[config.mk]
export PLATFORM = sky130hd
export DESIGN_NAME = execution_stage_muldiv
export DESIGN_NICKNAME = d
export VERILOG_FILES = /design/src/rtl/execution_stage_muldiv.sv
export SDC_FILE = /design/constraint.sdc
export NUM_CORES = 1
export LEC_CHECK = 0
export CAP_MARGIN = 20
export CELL_PAD_IN_SITES_DETAIL_PLACEMENT = 1
export CELL_PAD_IN_SITES_GLOBAL_PLACEMENT = 2
export CORE_MARGIN = 1
export CORE_UTILIZATION = 35
export CTS_BUF_LIST = sky130_fd_sc_hd__clkbuf_8
export CTS_CLUSTER_SIZE = 28
export DETAILED_ROUTE_END_ITERATION = 16
export PLACE_DENSITY = 0.87
export SETUP_SLACK_MARGIN = 0.4
export SLEW_MARGIN = 20
export SYNTH_ARGS = -nofsm -noshare
export SYNTH_HDL_FRONTEND = slang
export SYNTH_SLANG_ARGS = --single-unit
[constraint.sdc]
create_clock -name CLK -period 4.3 [get_ports CLK]
set_input_delay 1.29 -clock CLK [delete_from_list [all_inputs] [get_ports CLK]]
set_output_delay 1.29 -clock CLK [all_outputs]
set_load 0.1 [all_outputs]
[src/rtl/execution_stage_muldiv.sv]
// ---------------------------------------------------------------------------
// execution_stage_muldiv
//
// Execute stage with an iterative multiply/divide unit. Non-mul/div
// instructions pass their single-cycle ALU result to the output registers
// in one cycle. Mul/div instructions stall the upstream pipeline while a
// radix-2 shift-add multiplier or a restoring divider runs one bit per
// cycle on operand magnitudes. The sign is fixed up when the result is
// written out.
//
// Ports
//   CLK, RESET_N            clock (rising edge), async active-low reset
//   STALL_EXECUTION_STAGE   downstream stall: hold the output registers
//   CLEAR_EXECUTION_STAGE   synchronous flush, overrides stall
//   VALID_IN, MD_START_IN   instruction present / instruction is mul/div
//   MD_OP_IN                funct3 (MUL..REMU)
//   RS1_DATA, RS2_DATA      operands
//   ALU_RESULT_IN           result for non-mul/div instructions
//   RD_ADDRESS_IN, RD_WRITE_ENABLE_IN   destination register fields
//   STALL_REQUEST           hold upstream stages
//   VALID_OUT, RESULT_OUT, RD_ADDRESS_OUT, RD_WRITE_ENABLE_OUT
//                           registered stage outputs
// ---------------------------------------------------------------------------
module execution_stage_muldiv #(
    parameter int DATA_WIDTH    = 32,
    parameter int REG_ADD_WIDTH = 5,
    parameter int MD_OP_WIDTH   = 3
) (
    input  logic                     CLK,
    input  logic                     RESET_N,
    input  logic                     STALL_EXECUTION_STAGE,
    input  logic                     CLEAR_EXECUTION_STAGE,
    input  logic                     VALID_IN,
    input  logic                     MD_START_IN,
    input  logic [MD_OP_WIDTH-1:0]   MD_OP_IN,
    input  logic [DATA_WIDTH-1:0]    RS1_DATA,
    input  logic [DATA_WIDTH-1:0]    RS2_DATA,
    input  logic [DATA_WIDTH-1:0]    ALU_RESULT_IN,
    input  logic [REG_ADD_WIDTH-1:0] RD_ADDRESS_IN,
    input  logic                     RD_WRITE_ENABLE_IN,
    output logic                     STALL_REQUEST,
    output logic                     VALID_OUT,
    output logic [DATA_WIDTH-1:0]    RESULT_OUT,
    output logic [REG_ADD_WIDTH-1:0] RD_ADDRESS_OUT,
    output logic                     RD_WRITE_ENABLE_OUT
);

    localparam int CNT_WIDTH = (DATA_WIDTH > 1) ? $clog2(DATA_WIDTH) : 1;

    localparam logic [1:0] ST_IDLE = 2'd0;
    localparam logic [1:0] ST_BUSY = 2'd1;
    localparam logic [1:0] ST_DONE = 2'd2;

    localparam logic [CNT_WIDTH-1:0]  CNT_START = CNT_WIDTH'(DATA_WIDTH - 1);
    localparam logic [DATA_WIDTH-1:0] MOST_NEG  = {1'b1, {(DATA_WIDTH-1){1'b0}}};
    localparam logic [DATA_WIDTH-1:0] ALL_ONES  = {DATA_WIDTH{1'b1}};

    // Two's-complement magnitude of a value flagged as negative.
    function automatic logic [DATA_WIDTH-1:0] magnitude(
        input logic signed [DATA_WIDTH-1:0] value,
        input logic                         is_neg
    );
        logic signed [DATA_WIDTH-1:0] negated;
        negated = -value;
        return is_neg ? negated : value;
    endfunction

    // Sign fix-up and result selection from the finished accumulator.
    // Multiply leaves the full product in acc; divide leaves
    // {remainder, quotient}.
    function automatic logic [DATA_WIDTH-1:0] select_result(
        input logic [2*DATA_WIDTH-1:0] acc_val,
        input logic [2:0]              op_val,
        input logic                    neg_res,
        input logic                    neg_rem
    );
        logic [2*DATA_WIDTH-1:0] prod;
        logic [DATA_WIDTH-1:0]   quo;
        logic [DATA_WIDTH-1:0]   rem;
        prod = neg_res ? -acc_val : acc_val;
        quo  = neg_res ? -acc_val[DATA_WIDTH-1:0] : acc_val[DATA_WIDTH-1:0];
        rem  = neg_rem ? -acc_val[2*DATA_WIDTH-1:DATA_WIDTH]
                       : acc_val[2*DATA_WIDTH-1:DATA_WIDTH];
        if (op_val[2])
            return op_val[1] ? rem : quo;
        else if (op_val[1:0] == 2'd0)
            return prod[DATA_WIDTH-1:0];
        else
            return prod[2*DATA_WIDTH-1:DATA_WIDTH];
    endfunction

    logic [1:0]               state;
    logic [CNT_WIDTH-1:0]     count;
    logic [2*DATA_WIDTH-1:0]  acc;
    logic [DATA_WIDTH-1:0]    opb;
    logic [2:0]               op;
    logic                     neg_res;
    logic                     neg_rem;
    logic [REG_ADD_WIDTH-1:0] rd_address_lat;
    logic                     rd_write_enable_lat;

    logic                     vld_p1;
    logic [DATA_WIDTH-1:0]    result_p1;
    logic [REG_ADD_WIDTH-1:0] rd_address_p1;
    logic                     rd_write_enable_p1;

    // Operand decode for an incoming mul/div.
    logic                  in_is_div;
    logic                  in_a_signed;
    logic                  in_b_signed;
    logic                  in_a_neg;
    logic                  in_b_neg;
    logic [DATA_WIDTH-1:0] in_a_abs;
    logic [DATA_WIDTH-1:0] in_b_abs;
    logic                  in_div_zero;
    logic                  in_div_ovf;
    logic                  accept;

    always_comb begin
        in_is_div   = MD_OP_IN[2];
        // DIV/REM have funct3 bit 0 clear; MULH and MULHSU treat RS1 as signed.
        in_a_signed = in_is_div ? ~MD_OP_IN[0]
                                : (MD_OP_IN[1:0] == 2'd1) || (MD_OP_IN[1:0] == 2'd2);
        in_b_signed = in_is_div ? ~MD_OP_IN[0] : (MD_OP_IN[1:0] == 2'd1);
        in_a_neg    = in_a_signed & RS1_DATA[DATA_WIDTH-1];
        in_b_neg    = in_b_signed & RS2_DATA[DATA_WIDTH-1];
        in_a_abs    = magnitude(RS1_DATA, in_a_neg);
        in_b_abs    = magnitude(RS2_DATA, in_b_neg);
        in_div_zero = in_is_div && (RS2_DATA == '0);
        in_div_ovf  = in_is_div && ~MD_OP_IN[0] &&
                      (RS1_DATA == MOST_NEG) && (RS2_DATA == ALL_ONES);
        accept      = (state == ST_IDLE) && VALID_IN && MD_START_IN &&
                      !CLEAR_EXECUTION_STAGE;
    end

    // One iteration of the shift-add multiplier or the restoring divider.
    logic [DATA_WIDTH:0]     mul_sum;
    logic [DATA_WIDTH:0]     rem_shift;
    logic                    rem_ge;
    logic [DATA_WIDTH-1:0]   rem_diff;
    logic [2*DATA_WIDTH-1:0] acc_step;

    always_comb begin
        mul_sum   = {1'b0, acc[2*DATA_WIDTH-1:DATA_WIDTH]} +
                    {1'b0, opb & {DATA_WIDTH{acc[0]}}};
        rem_shift = acc[2*DATA_WIDTH-1:DATA_WIDTH-1];
        rem_ge    = rem_shift >= {1'b0, opb};
        // Only used when rem_ge, where the true difference is below the divisor.
        rem_diff  = rem_shift[DATA_WIDTH-1:0] - opb;
        if (op[2])
            acc_step = {(rem_ge ? rem_diff : rem_shift[DATA_WIDTH-1:0]),
                        acc[DATA_WIDTH-2:0], rem_ge};
        else
            acc_step = {mul_sum, acc[DATA_WIDTH-1:1]};
    end

    always_comb begin
        STALL_REQUEST = 1'b0;
        case (state)
            ST_IDLE: STALL_REQUEST = VALID_IN && MD_START_IN;
            ST_BUSY: STALL_REQUEST = 1'b1;
            ST_DONE: STALL_REQUEST = STALL_EXECUTION_STAGE;
            default: STALL_REQUEST = 1'b0;
        endcase
        if (!RESET_N || CLEAR_EXECUTION_STAGE)
            STALL_REQUEST = 1'b0;
    end

    always_ff @(posedge CLK or negedge RESET_N) begin
        if (!RESET_N) begin
            state               <= ST_IDLE;
            count               <= '0;
            acc                 <= '0;
            opb                 <= '0;
            op                  <= '0;
            neg_res             <= 1'b0;
            neg_rem             <= 1'b0;
            rd_address_lat      <= '0;
            rd_write_enable_lat <= 1'b0;
            vld_p1              <= 1'b0;
            result_p1           <= '0;
            rd_address_p1       <= '0;
            rd_write_enable_p1  <= 1'b0;
        end else if (CLEAR_EXECUTION_STAGE) begin
            state              <= ST_IDLE;
            count              <= '0;
            vld_p1             <= 1'b0;
            result_p1          <= '0;
            rd_address_p1      <= '0;
            rd_write_enable_p1 <= 1'b0;
        end else begin
            case (state)
                ST_IDLE: begin
                    if (accept) begin
                        op                  <= MD_OP_IN[2:0];
                        rd_address_lat      <= RD_ADDRESS_IN;
                        rd_write_enable_lat <= RD_WRITE_ENABLE_IN;
                        count               <= CNT_START;
                        opb                 <= in_is_div ? in_b_abs : in_a_abs;
                        if (in_div_zero) begin
                            // Remainder half = dividend, quotient half = all ones.
                            acc     <= {RS1_DATA, ALL_ONES};
                            neg_res <= 1'b0;
                            neg_rem <= 1'b0;
                            state   <= ST_DONE;
                        end else if (in_div_ovf) begin
                            acc     <= {{DATA_WIDTH{1'b0}}, RS1_DATA};
                            neg_res <= 1'b0;
                            neg_rem <= 1'b0;
                            state   <= ST_DONE;
                        end else begin
                            // Low half holds the multiplier or the dividend.
                            acc     <= {{DATA_WIDTH{1'b0}}, in_is_div ? in_a_abs : in_b_abs};
                            neg_res <= in_a_neg ^ in_b_neg;
                            neg_rem <= in_a_neg;
                            state   <= ST_BUSY;
                        end
                    end
                    if (!STALL_EXECUTION_STAGE) begin
                        if (VALID_IN && !MD_START_IN) begin
                            vld_p1             <= 1'b1;
                            result_p1          <= ALU_RESULT_IN;
                            rd_address_p1      <= RD_ADDRESS_IN;
                            rd_write_enable_p1 <= RD_WRITE_ENABLE_IN;
                        end else begin
                            vld_p1             <= 1'b0;
                            result_p1          <= '0;
                            rd_address_p1      <= '0;
                            rd_write_enable_p1 <= 1'b0;
                        end
                    end
                end
                ST_BUSY: begin
                    acc   <= acc_step;
                    count <= count - 1'b1;
                    if (count == '0)
                        state <= ST_DONE;
                    if (!STALL_EXECUTION_STAGE) begin
                        vld_p1             <= 1'b0;
                        result_p1          <= '0;
                        rd_address_p1      <= '0;
                        rd_write_enable_p1 <= 1'b0;
                    end
                end
                ST_DONE: begin
                    // Held upstream inputs are ignored here so the finished
                    // instruction is not restarted.
                    if (!STALL_EXECUTION_STAGE) begin
                        vld_p1             <= 1'b1;
                        result_p1          <= select_result(acc, op, neg_res, neg_rem);
                        rd_address_p1      <= rd_address_lat;
                        rd_write_enable_p1 <= rd_write_enable_lat;
                        state              <= ST_IDLE;
                    end
                end
                default: state <= ST_IDLE;
            endcase
        end
    end

    assign VALID_OUT           = vld_p1;
    assign RESULT_OUT          = result_p1;
    assign RD_ADDRESS_OUT      = rd_address_p1;
    assign RD_WRITE_ENABLE_OUT = rd_write_enable_p1;

endmodule

# Yosys cells after proc, flatten, opt, wreduce, memory -nomap -nowiden
# Cells that the tools add are included.
dict set report word_totals {
  reg_bits 153
  latchBits 0
  ram_bits 0
  romBits 0
  in_bits 111
  out_inout_bits 40
  elab_cells 123
  memories 0
}
dict set report classes {
  add_sub_neg 8
  n_mul 0
  div 0
  order_cmp 1
  eq_ne 12
  n_shift 0
  n_mux 57
  bitwise_logic 6
  reduce_logical 26
}
# op n
set op_table {}
lappend op_table {{$mux 32} 16}
lappend op_table {{$mux 64} 4}
lappend op_table {{$neg 32->32} 4}
lappend op_table {{$pmux 64 s2} 1}
lappend op_table {{$pmux 32 s3} 1}
lappend op_table {{$eq 32x32->1 const B} 2}
lappend op_table {{$neg 64->64} 1}
lappend op_table {{$mux 5} 7}
lappend op_table {{$add 32x32->33} 1}
lappend op_table {{$ge 33x32->1} 1}
lappend op_table {{$and 32x32->32} 1}
lappend op_table {{$logic_not 32->1} 1}
lappend op_table {{$sub 32x32->32} 1}
lappend op_table {{$mux 1} 16}
lappend op_table {{$ne 3x3->1 const B} 5}
lappend op_table {{$pmux 5 s3} 1}
lappend op_table {{$mux 2} 6}
lappend op_table {{$pmux 5 s2} 1}
lappend op_table {{$logic_and 1x1->1} 9}
lappend op_table {{$pmux 1 s3} 3}
lappend op_table {{$reduce_and 3->1} 3}
lappend op_table {{$pmux 2 s3} 1}
lappend op_table {{$logic_not 5->1} 1}
lappend op_table {{$sub 5x1->5 const B} 1}
lappend op_table {{other kinds (14)} 22}

# Logic depth before layout (Yosys ltp)
# Gate-level depths: netlist (run 1).
dict set report logic_depth {
  word_depth 10
  ltp_mapped 14
}

# Least setup slack after synthesis (run 1)
# No wires, ideal clock.
dict set report synth_path {
  path_type {register to output}
  startpoint {register state[1]}
  endpoint {output port STALL_REQUEST}
  arrival_time_ps 3202
  required_time_ps 3010
  setup_slack_ps -192
  stages_incl_launch_ff 9
  path_buffers 4
  cell_sequence {dfrtp_1 -> inv_1 -> ha_1 -> clkbuf_1 -> clkbuf_1 -> clkbuf_1 -> buf_1 -> a21oi_1 -> a21oi_1}
}
dict set report synth_via {
  elab_chain_len 3
  word_cells_on_any_way 5
  cone_classes {eq/ne (2); mux (2); reduce/logical (1)}
}
# element line_no
set synth_rtl {}
lappend synth_rtl {{start: declaration} 92} ;# logic [1:0] state;
lappend synth_rtl {{start signal: assignment} 171} ;# state <= ST_IDLE;
lappend synth_rtl {{start signal: assignment} 185} ;# state <= ST_IDLE;
lappend synth_rtl {{start signal: assignment} 205} ;# state <= ST_DONE;
lappend synth_rtl {{$eq 2x2->1, or another cell as far along} 159} ;# case (state)
lappend synth_rtl {{$pmux 1 s3 *} 159}
lappend synth_rtl {{$mux 1 *} 165} ;# if (!RESET_N || CLEAR_EXECUTION_STAGE)
lappend synth_rtl {{end: declaration} 41} ;# output logic STALL_REQUEST,
# Mark *: on every way between the ends. The rest lies on a longest branch, timed or not.

# Worst setup path after layout (run 1)
dict set report layout_path {
  startpoint {input port RS1_DATA[26]}
  endpoint {register acc[1]}
}
dict set report layout_via {
  elab_chain_len 7
}
# element line_no
set layout_rtl {}
lappend layout_rtl {{start: declaration} 36} ;# input logic [DATA_WIDTH-1:0] RS1_DATA,
lappend layout_rtl {{$eq 32x32->1} 131} ;# (RS1_DATA == MOST_NEG) && (RS2_DATA == ALL_ONES);
lappend layout_rtl {{$logic_and 1x1->1} 130} ;# in_div_ovf = in_is_div && ~MD_OP_IN[0] &&
lappend layout_rtl {{$logic_and 1x1->1} 131}
lappend layout_rtl {{$mux 32} 206} ;# end else if (in_div_ovf) begin
lappend layout_rtl {{$mux 64} 200} ;# if (in_div_zero) begin
lappend layout_rtl {{$mux 64} 194} ;# if (accept) begin
lappend layout_rtl {{$pmux 64 s2} 192} ;# case (state)
lappend layout_rtl {{end signal: assignment} 202} ;# acc <= {RS1_DATA, ALL_ONES};
lappend layout_rtl {{end signal: assignment} 207} ;# acc <= {{DATA_WIDTH{1'b0}}, RS1_DATA};
lappend layout_rtl {{end signal: assignment} 213} ;# acc <= {{DATA_WIDTH{1'b0}}, in_is_div ? in_a_abs : in_b_abs};
lappend layout_rtl {{end: declaration} 94} ;# logic [2*DATA_WIDTH-1:0] acc;
# No other way between the ends. The select of a mux whose other input is x is not followed.
# A chain may end at the register's enable or synchronous reset.

==> impl_metrics.xml, run 1 <==
<?xml version="1.0" encoding="UTF-8"?>
<metrics>
  <group name="pwr">
    <metric name="clk_network_pwr_share" unit="%">7.2</metric>
    <metric name="combPwrFrac" unit="%">73.6</metric>
    <metric name="p_int" unit="uW">6640</metric>
    <metric name="pwr-share-seq" unit="%">19.2</metric>
    <metric name="leakage" unit="uW">0.00801</metric>
    <metric name="netSwitchingFraction" unit="%">57.9</metric>
    <metric name="switch_pwr" unit="uW">9120</metric>
    <metric name="power.ir.vdd_worst" unit="mV">0.420</metric>
    <metric name="pwr_density_cell" unit="nW/um^2">814</metric>
  </group>
  <group name="logic_synthesis">
    <metric name="syn_area" unit="sq um">16200</metric>
    <metric name="primary_flip_flop_cell_chosen_by_synthesis_mapping" unit="">dfrtp_1</metric>
    <metric name="synth-edff-count" unit="">0</metric>
    <metric name="synth.net_count" unit="">2372</metric>
    <metric name="yosys.cell_count.top_type" unit="">nand2_1</metric>
    <metric name="syn-mean-instance-area" unit="sq um">7.43</metric>
    <metric name="share_of_the_synthesized_area_in_the_top_cell_type" unit="%">23.6</metric>
    <metric name="synth.top_cells.by_area" unit="">dfrtp_1, o21ai_0, nand2_1, ha_1, xnor2_1</metric>
    <metric name="post_synth_cell_types" unit="">79</metric>
    <metric name="synth.yosys.warnings" unit="">0</metric>
    <metric name="synthTopCellsByCount" unit="">nand2_1, nor2_1, o21ai_0</metric>
    <metric name="netlist_instances" unit="">2183</metric>
    <metric name="synth_sequential_area_ratio" unit="%">23.6</metric>
    <metric name="netlist.top_cell.by_area" unit="">dfrtp_1</metric>
    <metric name="synth.ff_latch_count" unit="">153</metric>
    <metric name="proportion_of_register_bits_with_asynchronous_set_or_reset_after_synthesis" unit="%">100</metric>
  </group>
  <group name="cells_and_area">
    <metric name="final-seq-area" unit="sq um">3830</metric>
    <metric name="post-route-cell-area" unit="sq um">19400</metric>
    <metric name="layout.filler_cells" unit="">5641</metric>
    <metric name="drive_gt1_share" unit="%">9.94</metric>
    <metric name="area_delta_synth_final" unit="%">19.4</metric>
    <metric name="multi_input_area" unit="sq um">11600</metric>
    <metric name="layout.nets" unit="">2510</metric>
  </group>
  <group name="floorplanning">
    <metric name="rows" unit="">78</metric>
    <metric name="die_area" unit="sq um">47200</metric>
    <metric name="core" unit="sq um">45600</metric>
    <metric name="die_w" unit="um">217</metric>
    <metric name="ios" unit="">151</metric>
    <metric name="starting_density" unit="%">35.6</metric>
    <metric name="die_height" unit="um">217</metric>
  </group>
  <group name="timing">
    <metric name="clock_skew" unit="ns">0.0217</metric>
    <metric name="postLayoutSetupSlackWorst" unit="ns">0.457</metric>
    <metric name="period_minus_slack" unit="ns">3.84</metric>
    <metric name="grt_setup_unrepaired" unit="">false</metric>
    <metric name="slew_violations" unit="">0</metric>
    <metric name="period_share" unit="%">89.4</metric>
    <metric name="fin_tns_setup" unit="ns">0</metric>
    <metric name="fmaxAchievable" unit="MHz">260</metric>
    <metric name="max-slew-margin-rel" unit="%">33.6</metric>
    <metric name="finalHoldViolCount" unit="">0</metric>
    <metric name="hold-worst-slack" unit="ns">0.496</metric>
    <metric name="tightest_slew" unit="ns">0.994</metric>
    <metric name="final-setup-viol-count" unit="">0</metric>
  </group>
  <group name="routing">
    <metric name="total_drc_errors_in_the_routed_layout" unit="">0</metric>
    <metric name="postRouteAntennaNets" unit="">0</metric>
    <metric name="postRouteWirelength" unit="um">76100</metric>
    <metric name="routed_wire_length_per_instance" unit="um">25.9</metric>
    <metric name="route.detailed.vias_per_inst" unit="">6.17</metric>
    <metric name="drt_first_iter_violations" unit="">1474</metric>
    <metric name="drt_pre_antenna_iters" unit="">5</metric>
    <metric name="dr_total_vias" unit="">18100</metric>
  </group>
  <group name="critical_path">
    <metric name="critical_path.endpoint_type" unit="">flip-flop</metric>
    <metric name="max_stage_delay" unit="ns">0.74</metric>
    <metric name="arrival" unit="ns">4.30</metric>
    <metric name="critical_path_required" unit="ns">4.75</metric>
    <metric name="timing.critical_path.cells" unit="">clkdlybuf4s50_1, or4_1, nor4_1, nand4_1, nor2_1, buf_4, a211oi_1, a21oi_1, a221o_1, o21ai_0</metric>
    <metric name="startpoint_type" unit="">primary input</metric>
    <metric name="timing.critical_path.fanout_max" unit="">6</metric>
    <metric name="critPathSlowestCell" unit="">or4_1</metric>
    <metric name="path_class" unit="">in -&gt; reg</metric>
  </group>
  <group name="status">
    <metric name="result_of_the_run" unit="">finished, final reports clean</metric>
  </group>
  <group name="grt">
    <metric name="pin_count_of_the_biggest_net_entering_global_routing" unit="">116</metric>
    <metric name="grt_pass1_wl" unit="um">114000</metric>
    <metric name="grt_antenna_before_repair" unit="">2</metric>
    <metric name="number_of_global_route_vias_before_repair" unit="">18100</metric>
    <metric name="global_route.usage.total" unit="%">32.2</metric>
    <metric name="grt_overflow_total" unit="">0</metric>
  </group>
  <group name="cts">
    <metric name="clock_sinks" unit="">153</metric>
    <metric name="post_cts.repair.setup_buffers" unit="">0</metric>
    <metric name="cts-root-buf" unit="">clkbuf_8</metric>
    <metric name="cts_buffer_depth" unit="">2</metric>
    <metric name="clock_latency" unit="ns">0.57</metric>
    <metric name="cts_tree" unit="">built</metric>
    <metric name="cts_buffers" unit="">17</metric>
    <metric name="clk_pin_slew" unit="ns">0.10</metric>
    <metric name="ctsHtreeMaxLevel" unit="">4</metric>
  </group>
  <group name="run">
    <metric name="maxCapViolations" unit="">0</metric>
  </group>
  <group name="place">
    <metric name="globalplace.congestion" unit="">0.973</metric>
    <metric name="placement.cell_area" unit="sq um">19000</metric>
    <metric name="port_buffers" unit="">150</metric>
    <metric name="pre_cts_ws" unit="ns">-0.0352</metric>
    <metric name="place_hpwl" unit="um">59500</metric>
  </group>
  <group name="worst_hold_path">
    <metric name="hold_path.class" unit="">reg -&gt; reg</metric>
  </group>
</metrics>
state kept, by name (all words and copies together), names as in the netlist:
signal	flops
RD_ADDRESS_OUT	5
RD_WRITE_ENABLE_OUT	1
RESULT_OUT	32
VALID_OUT	1
acc	64
count	5
neg_rem	1
neg_res	1
op	3
opb	32
rd_address_lat	5
rd_write_enable_lat	1
state	2
cells in the final DEF, fill, tap and decap left out, types with 15 or more instances in the layout:
| cell | instances |
|---|---|
| a211oi_1 | 23 |
| a21o_1 | 38 |
| a21oi_1 | 178 |
| a221oi_1 | 19 |
| a22oi_1 | 19 |
| a31oi_1 | 30 |
| and3_1 | 22 |
| buf_4 | 125 |
| clkbuf_8 | 18 |
| clkdlybuf4s50_1 | 147 |
| dfrtp_1 | 150 |
| ha_1 | 75 |
| inv_1 | 69 |
| mux2_2 | 22 |
| mux2i_1 | 57 |
| nand2_1 | 256 |
| nand3_1 | 42 |
| nand4_1 | 35 |
| nor2_1 | 208 |
| nor3_1 | 38 |
| o211ai_1 | 25 |
| o21a_1 | 15 |
| o21ai_0 | 195 |
| o31ai_1 | 43 |
| o41ai_1 | 21 |
| or3_1 | 26 |
| xnor2_1 | 106 |
| xor2_1 | 86 |
per-layer routing:
metal / vias to the layer above / track usage [%] / part of all wire [%]
li1: 8249 / - / -
met1: 9071 / 42.1 / 44
met2: 631 / 51.6 / 46
met3: 169 / 3.86 / 5.2
met4: 0 / 17.4 / 5.2
met5: - / 0 / 0
timing repair:
item                                    in CTS  in global routing
gates cloned                                 0                  0
endpoints found under the setup margin       4                 15
hold buffers                                 0                  0
resized for setup                            3                 10
final timing paths:
path	cells after the start	startpoint	slack, ns	end
min	2	opb[18]$_DFFE_PN0P_	0.50	opb[18]$_DFFE_PN0P_
max	10	RS1_DATA[26]	0.46	acc[1]$_DFFE_PN0P_
max reg2reg	9	acc[12]$_DFFE_PN0P_	0.50	RESULT_OUT[18]$_DFFE_PN0P_
max in group asynchronous	3	RESET_N	2.26	acc[46]$_DFFE_PN0P_
min reg2reg	2	opb[18]$_DFFE_PN0P_	0.50	opb[18]$_DFFE_PN0P_
min in group asynchronous	2	RESET_N	0.84	acc[20]$_DFFE_PN0P_
layout make-up:
class	instances	share of cell area, %
Timing Repair Buffer	281	13.3
Inverter	69	1.34
Multi-Input combinational cell	1799	59.9
Clock buffer	18	1.28
Sequential cell	153	19.8
Tap cell	600	3.88
Clock inverter	14	0.582
Antenna cell	1	0.0129
cell families (layout without fill, tap and decap cells):
group                    after synthesis  count (layout)  share of synthesized area (%)
buffers and inverters                231             382                           5.44
multiplexers                          79              79                           5.05
flip-flops                           153             153                           23.6
adder cells (fa/ha/maj)               78              78                           6.11
AO/OA/AOI/OAI                        720             720                           28.5
other                                  0               1                              0
AND/OR/NAND/NOR                      730             730                           21.0
XOR/XNOR                             192             192                           10.4
power by group through the flow:
| stage | clock network (uW) | logic [uW] | registers, uW |
|---|---|---|---|
| 2_1_floorplan | 0 | 7430 | 2880 |
| 3_3_place_gp | 0 | 11100 | 2960 |
| 3_5_place_dp | 0 | 11300 | 3010 |
| 4_1_cts | 1160 | 11400 | 2980 |
| 5_1_grt | 1190 | 12400 | 3070 |
| 6_report | 1130 | 11600 | 3020 |
stage by stage:
step / cells / power, uW / utilization [%]
2_1_floorplan: 2183 / 10300 / -
3_3_place_gp: 2902 / 14100 / 41.6
3_5_place_dp: 2902 / 14400 / 41.6
4_1_cts: 2934 / 15500 / 42.4
5_1_grt: 2934 / 16700 / 42.5
6_report: 2935 / 15800 / 42.5
critical path, delay by kind of cell:
| family | cells | cell delay [ns] |
|---|---|---|
| and+or+nand+nor | 4 | 1.55 |
| buffers and inverters | 2 | 0.82 |
| AOI/OAI and AO/OA | 4 | 0.61 |
Note: power is estimated with default switching activity, not from simulation.
==> run 2, diff against run 1 <==
--- a/config.mk
+++ b/config.mk
@@ -8,11 +8,11 @@
 export CAP_MARGIN = 20
 export CELL_PAD_IN_SITES_DETAIL_PLACEMENT = 1
 export CELL_PAD_IN_SITES_GLOBAL_PLACEMENT = 2
-export CORE_MARGIN = 1
 export CORE_UTILIZATION = 35
 export CTS_BUF_LIST = sky130_fd_sc_hd__clkbuf_8
 export CTS_CLUSTER_SIZE = 28
 export DETAILED_ROUTE_END_ITERATION = 16
+export HOLD_SLACK_MARGIN = 0.03
 export PLACE_DENSITY = 0.87
 export SETUP_SLACK_MARGIN = 0.4
 export SLEW_MARGIN = 20
==> results of run 2 <==
No change in the layout: final DEF, timing and power equal those of run 1.
==> run 3, diff against run 2 <==
--- a/config.mk
+++ b/config.mk
@@ -15,7 +15,6 @@
 export HOLD_SLACK_MARGIN = 0.03
 export PLACE_DENSITY = 0.87
 export SETUP_SLACK_MARGIN = 0.4
-export SLEW_MARGIN = 20
 export SYNTH_ARGS = -nofsm -noshare
 export SYNTH_HDL_FRONTEND = slang
 export SYNTH_SLANG_ARGS = --single-unit
==> results of run 3 <==
No change in the layout: final DEF, timing and power equal those of run 1.
